--- config.mk ---
export PLATFORM = sky130hd
export DESIGN_NAME = score_bcd_reader
export DESIGN_NICKNAME = d
export VERILOG_FILES = /design/src/rtl/score_bcd_reader.sv
export SDC_FILE = /design/constraint.sdc
export NUM_CORES = 1
export LEC_CHECK = 0
export ABC_AREA = 1
export CAP_MARGIN = 25
export CORE_ASPECT_RATIO = 1.75
export CORE_MARGIN = 4
export CORE_UTILIZATION = 50
export DETAILED_ROUTE_END_ITERATION = 10
export PLACE_DENSITY = 0.83
export SLEW_MARGIN = 20
export SYNTH_ARGS = -nofsm -noshare
export SYNTH_HDL_FRONTEND = slang
export SYNTH_SLANG_ARGS = --single-unit
--- constraint.sdc ---
create_clock -name clock -period 1.55 [get_ports clock]
set_input_delay 0.31 -clock clock [delete_from_list [all_inputs] [get_ports clock]]
set_output_delay 0.31 -clock clock [all_outputs]
set_load 0.005 [all_outputs]
--- src/rtl/score_bcd_reader.sv ---
// Converts the binary game score to packed BCD with a bit-serial double-dabble, then presents
// stable digits, a leading-zero mask and a one-cycle update strobe to the display side.
module score_bcd_reader #(
  parameter int unsigned WIDTH  = 32,
  parameter int unsigned DIGITS = 4
) (
  input  logic                  clock,
  input  logic                  reset,
  input  logic [WIDTH-1:0]      score_in,
  output logic [4*DIGITS-1:0]   digits_out,
  output logic [DIGITS-1:0]     digit_nz,
  output logic                  update_stb,
  output logic                  overflow,
  output logic                  busy
);

  localparam int unsigned BcdW = 4 * DIGITS;
  localparam int unsigned CntW = $clog2(WIDTH + 1);
  localparam logic [WIDTH-1:0] MaxVal = WIDTH'(10 ** DIGITS - 1);

  typedef enum logic [1:0] {StIdle, StShift, StDone} state_e;

  state_e              state_q, state_d;
  logic [WIDTH-1:0]    last_val_q, last_val_d;
  logic [WIDTH-1:0]    bin_sr_q, bin_sr_d;
  logic [BcdW-1:0]     bcd_sr_q, bcd_sr_d;
  logic [CntW-1:0]     bit_cnt_q, bit_cnt_d;
  logic                sat_q, sat_d;
  logic [BcdW-1:0]     digits_q, digits_d;
  logic [DIGITS-1:0]   nz_q, nz_d;
  logic                stb_q, stb_d;
  logic                ovf_q, ovf_d;

  logic [BcdW-1:0]     bcd_adj;
  logic [BcdW-1:0]     digits_new;
  logic [DIGITS-1:0]   nz_new;

  always_comb begin
    bcd_adj = bcd_sr_q;
    for (int i = 0; i < DIGITS; i++) begin
      if (bcd_sr_q[4*i +: 4] >= 4'd5) bcd_adj[4*i +: 4] = bcd_sr_q[4*i +: 4] + 4'd3;
    end

    digits_new = sat_q ? {DIGITS{4'h9}} : bcd_sr_q;
    // A digit is shown if it or any more significant digit is non-zero; ones always shown.
    nz_new = '0;
    nz_new[0] = 1'b1;
    for (int i = 1; i < DIGITS; i++) begin
      nz_new[i] = |(digits_new >> (4 * i));
    end
  end

  always_comb begin
    state_d    = state_q;
    last_val_d = last_val_q;
    bin_sr_d   = bin_sr_q;
    bcd_sr_d   = bcd_sr_q;
    bit_cnt_d  = bit_cnt_q;
    sat_d      = sat_q;
    digits_d   = digits_q;
    nz_d       = nz_q;
    stb_d      = 1'b0;
    ovf_d      = ovf_q;

    case (state_q)
      StIdle: begin
        if (score_in != last_val_q) begin
          last_val_d = score_in;
          if (score_in > MaxVal) begin
            sat_d   = 1'b1;
            state_d = StDone;
          end else begin
            bin_sr_d  = score_in;
            bcd_sr_d  = '0;
            bit_cnt_d = CntW'(WIDTH);
            sat_d     = 1'b0;
            state_d   = StShift;
          end
        end
      end
      StShift: begin
        bcd_sr_d  = {bcd_adj[BcdW-2:0], bin_sr_q[WIDTH-1]};
        bin_sr_d  = {bin_sr_q[WIDTH-2:0], 1'b0};
        bit_cnt_d = bit_cnt_q - CntW'(1);
        if (bit_cnt_q == CntW'(1)) state_d = StDone;
      end
      StDone: begin
        digits_d = digits_new;
        nz_d     = nz_new;
        ovf_d    = sat_q;
        stb_d    = 1'b1;
        state_d  = StIdle;
      end
      default: state_d = StIdle;
    endcase
  end

  always_ff @(posedge clock) begin
    if (reset) begin
      state_q    <= StIdle;
      last_val_q <= '0;
      bin_sr_q   <= '0;
      bcd_sr_q   <= '0;
      bit_cnt_q  <= '0;
      sat_q      <= 1'b0;
      digits_q   <= '0;
      nz_q       <= DIGITS'(1);
      stb_q      <= 1'b0;
      ovf_q      <= 1'b0;
    end else begin
      state_q    <= state_d;
      last_val_q <= last_val_d;
      bin_sr_q   <= bin_sr_d;
      bcd_sr_q   <= bcd_sr_d;
      bit_cnt_q  <= bit_cnt_d;
      sat_q      <= sat_d;
      digits_q   <= digits_d;
      nz_q       <= nz_d;
      stb_q      <= stb_d;
      ovf_q      <= ovf_d;
    end
  end

  assign digits_out = digits_q;
  assign digit_nz   = nz_q;
  assign update_stb = stb_q;
  assign overflow   = ovf_q;
  assign busy       = (state_q != StIdle);

endmodule

==> metrics.md <==
| Metric | Value |
|---|---|
| Result of the run | finished with violations |
| Violated checks | setup timing |
| Effective utilization at floorplan | 51.0% |
| Inst Count DP | ~940 |
| Pin count of the biggest net entering global routing | 84 |
| Routed length on met2 | 7200 um |
| H-tree levels | 3 |
| Hold path depth | 3 |
| Filler-free cell count of the finished design | 960 |
| RSZ-0062 raised after global routing | yes |
| Antenna Nets Post-Route | 0 |
| Clock-pin transition on the worst setup and hold timing paths | ~0.07 ns |
| Synthesized instance count | ~760 |
| # fillers | 846 |
| Synthesized area | ~0.0052 mm2 |
| Minimum hold slack | a little over 0.4 ns |
| Placed wire-length estimate after detailed placement | between 8000 and 9000 um |
| Delay contributed by the slowest stage of the critical path | about 0.34 ns |
| Number of buffers inserted by port buffering | 55 |
| TritonCTS clock tree | yes |
| Sequential Power Share | approximately half |
| Startpoint type of the worst setup path | flop |
| Global-route wire length before repair | 21500 um |
| Share of cells above drive strength 1 | between 10% and 20% |
| Vias | approximately 5000 |
| Die Span Y | roughly 140 um |
| Total Die Area | between 0.01 and 0.015 mm2 |
| Max Fanout on Critical Path | 8 |
| Peak VDD IR | ~0.55 mV |
| Portion of synthesized cell area occupied by the leading cell type | between 40% and 50% |
| Remaining global-route overflow | 0 |
| Share of the yosys chip area belonging to registers | approximately two fifths |
| Reg2reg setup slack | -0.07 ns |
| Worst Tran Pin Value | slightly above 0.5 ns |
| Synthesis Warnings | 0 |
| Initial antenna violation count | 0 |
| Die width | 85.5 um |
| Category of the critical setup timing path | reg2reg |
| Worst setup skew after layout | 0.00605 ns |
| Part of the cycle the worst path needs | 104% |
| Power Internal | approximately 4.5 mW |
| Required time of the critical path | about 1.8 ns |
| Max-capacitance violation count | 0 |
| Highest-count cells in the layout ignoring fill and taps | sky130_fd_sc_hd__nand2_1 (200), sky130_fd_sc_hd__dfxtp_1 (92), sky130_fd_sc_hd__a21oi_1 (78) |
| Register bit count reported by yosys | between 100 and 150 |
| Area overhead of the layout relative to synthesis | 28.6% |
| Standard cell core area | 0.0103 mm2 |
| Worst reg2reg startpoint | last_val_q[6] |
| Crit path setup slack, layout | -0.0676 ns |
| Number of top-level design ports | between 50 and 60 |
| Share of total power in combinational logic | about an eighth |
| # diodes | 0 |
| Switching power total | 1.44 mW |
| CP endpoint kind | flop |
| Later-pin clock latency in the skew report | approximately 0.34 ns |
| Category of cells accounting for the largest share of critical-path delay | simple AND/OR/NAND/NOR gates |
| Max Slew Vio Count | 0 |
| Combined global-route utilization of all metal layers | between 20% and 30% |
| Arrival time at the worst endpoint | ~1.9 ns |
| Power density over the cells | 876 mW/mm2 |
| Final Hold Vio Count | 0 |
| Number of CTS-inserted buffers | 9 |
| Standby leakage power | between 2 and 3 nW |
| Post-layout min period | 1.62 ns |
| First-pass DRT Iterations | 5 |
| Routed length on met1 | a little over 5000 um |
| DR WL/cell | 13.8 um |
| HP Class | in2reg |
| Cells traversed along the worst timing path | xnor2_2 > nand2_1 > nor2_1 > nand2_1 > nor2_4 > nand3_4 > nand2_8 > clkbuf_16 > nand2_1 > a21oi_1 |
| Unique masters post-synth | 28 |
| Worst slew margin | about two thirds |
| Worst-path cell with the longest stage delay | sky130_fd_sc_hd__dfxtp_2 |
| Vias in the first global route | between 4000 and 5000 |
| Clock tree root buffer cell | sky130_fd_sc_hd__clkbuf_16 |
| Biggest area consumer among synthesized cells | sky130_fd_sc_hd__dfxtp_1 |
| Top area cells in the synthesized netlist | sky130_fd_sc_hd__dfxtp_1 (42%), sky130_fd_sc_hd__nand2_1 (15%), sky130_fd_sc_hd__a21oi_1 (9.1%) |
| Overall routed net length | 13200 um |
| CTS max path bufs | 2 |
| Origin of the worst min-delay path | score_in[4] |
| Core Rows | between 40 and 50 |
| Top sig layer | met4 |
| Final-stage net count | 872 |
| RR Endpoint | bit_cnt_q[5] |
| Clock power frac | a little under two fifths |
| Reg2Reg Depth | 10 |
| CP most frequent cell | sky130_fd_sc_hd__nand2_1 |
| Hold-critical path endpoint | last_val_q[4] |
| Switching Fraction | 24.4% |
| Detailed-route DRC error count | 0 |
| Syn_nets | approximately 800 |
| Final setup vio count | 56 |
| Per-instance average area after synthesis | approximately 7 um2 |
| Detailed router's first-iteration violation count | around 420 |
| Most frequent standard cell in the layout excluding fill and tap cells | sky130_fd_sc_hd__nand2_1 |
| Routability cong. | around 0.8 |
| Achievable Freq | 618 MHz |
| Met3 wire length | around 440 um |
| Buffers and inverters on the worst path | 1 |
| Via density | between 5 and 6 |
| TritonCTS Sinks | 110 |
| Crit path from | last_val_q[6] |
kinds of logic after synthesis:
family                     after synthesis  share of synthesized area (%)
DFF                                    110                           42.0
AOI/OAI and AO/OA                      140                           13.7
xor gates and xnor gates                21                           3.50
and+or+nand+nor                        371                           30.0
adders and majority gates               10                           2.38
other                                    1                         0.0714
buffers and inverters                  102                           8.39
metrics by stage:
stage | setup slack (ns) | area, um2 | TNS (ns) | total power, mW | utilization [%]
after floorplan | 0.0632 | 5250 | 0 | 3.37 | -
after global placement | -0.568 | 6140 | -48.51 | 3.69 | 59.6
after detailed placement | -0.618 | 6140 | -50.56 | 3.71 | 59.6
after CTS | -0.0702 | 6530 | -2.60 | 5.91 | 63.4
after global routing | -0.162 | 6750 | -11.79 | 6.15 | 65.5
final | -0.0676 | 6750 | -1.62 | 5.91 | 65.5
power by group through the flow:
stage	clock [mW]	combinational [mW]	sequential, mW
after global placement	0	0.657	3.04
after CTS	2.28	0.656	2.97
after detailed placement	0	0.667	3.04
after floorplan	0	0.343	3.03
after global routing	2.40	0.756	3.00
final	2.24	0.691	2.98
sequential cells by signal, indices dropped and copies added (netlist names), 2 cells and up:
signal,flops
bin_sr_q,32
last_val_q,32
bcd_sr_q,16
digits_out,16
bit_cnt_q,6
digit_nz,3
state_q,2
worst min-delay path, cell delays in order:
cell and delay, ns:
sky130_fd_sc_hd__dlygate4sd2_1 0.26, sky130_fd_sc_hd__nand3_1 0.08, sky130_fd_sc_hd__a21oi_1 0.06
routing by layer:
layer	up-vias	global-route usage (%)
met1	2372	23.7
met2	126	39.6
met4	0	10.3
met5	-	0
li1	2575	-
met3	34	2.75
worst max path at each step:
stage | cells after the start | slack [ns] | to
after floorplan | 11 | 0.06 | bin_sr_q[10]
after global placement | 12 | -0.57 | bcd_sr_q[5]
after detailed placement | 12 | -0.62 | bin_sr_q[30]
after CTS | 10 | -0.07 | bin_sr_q[5]
after global routing | 10 | -0.16 | bit_cnt_q[2]
final | 10 | -0.07 | bit_cnt_q[5]
area by class of cell:
cell class	instances	area (um2)	area share, %
multi-input cells	543	2840	42.1
repair buffers	101	992	14.7
well taps	127	159	2.35
clock buffers	12	267	3.95
flip-flops and latches	110	2220	33.0
clock inverters	4	28.8	0.426
inverters	63	239	3.54
repair_timing:
action                                  CTS  global route
gates cloned                              1             1
endpoints found under the hold margin     0             0
endpoints found under the setup margin   90            96
hold buffers                              0             0
pin swaps                                17            41
gates resized for setup                  60            64
setup buffers                             3             0
cell usage after synthesis (all sizes together):
master	instances
nand2	215
dfxtp	110
a21oi	95
nor2	74
inv	63
nand3	56
o21ai	39
clkbuf	22
xnor2	21
buf	17
nand3b	13
ha	10
nand4	7
a22oi	4
or2	3
nor3	2
a41oi	1
and2	1
conb	1
o211ai	1
Power figures use the tool's default switching activity.
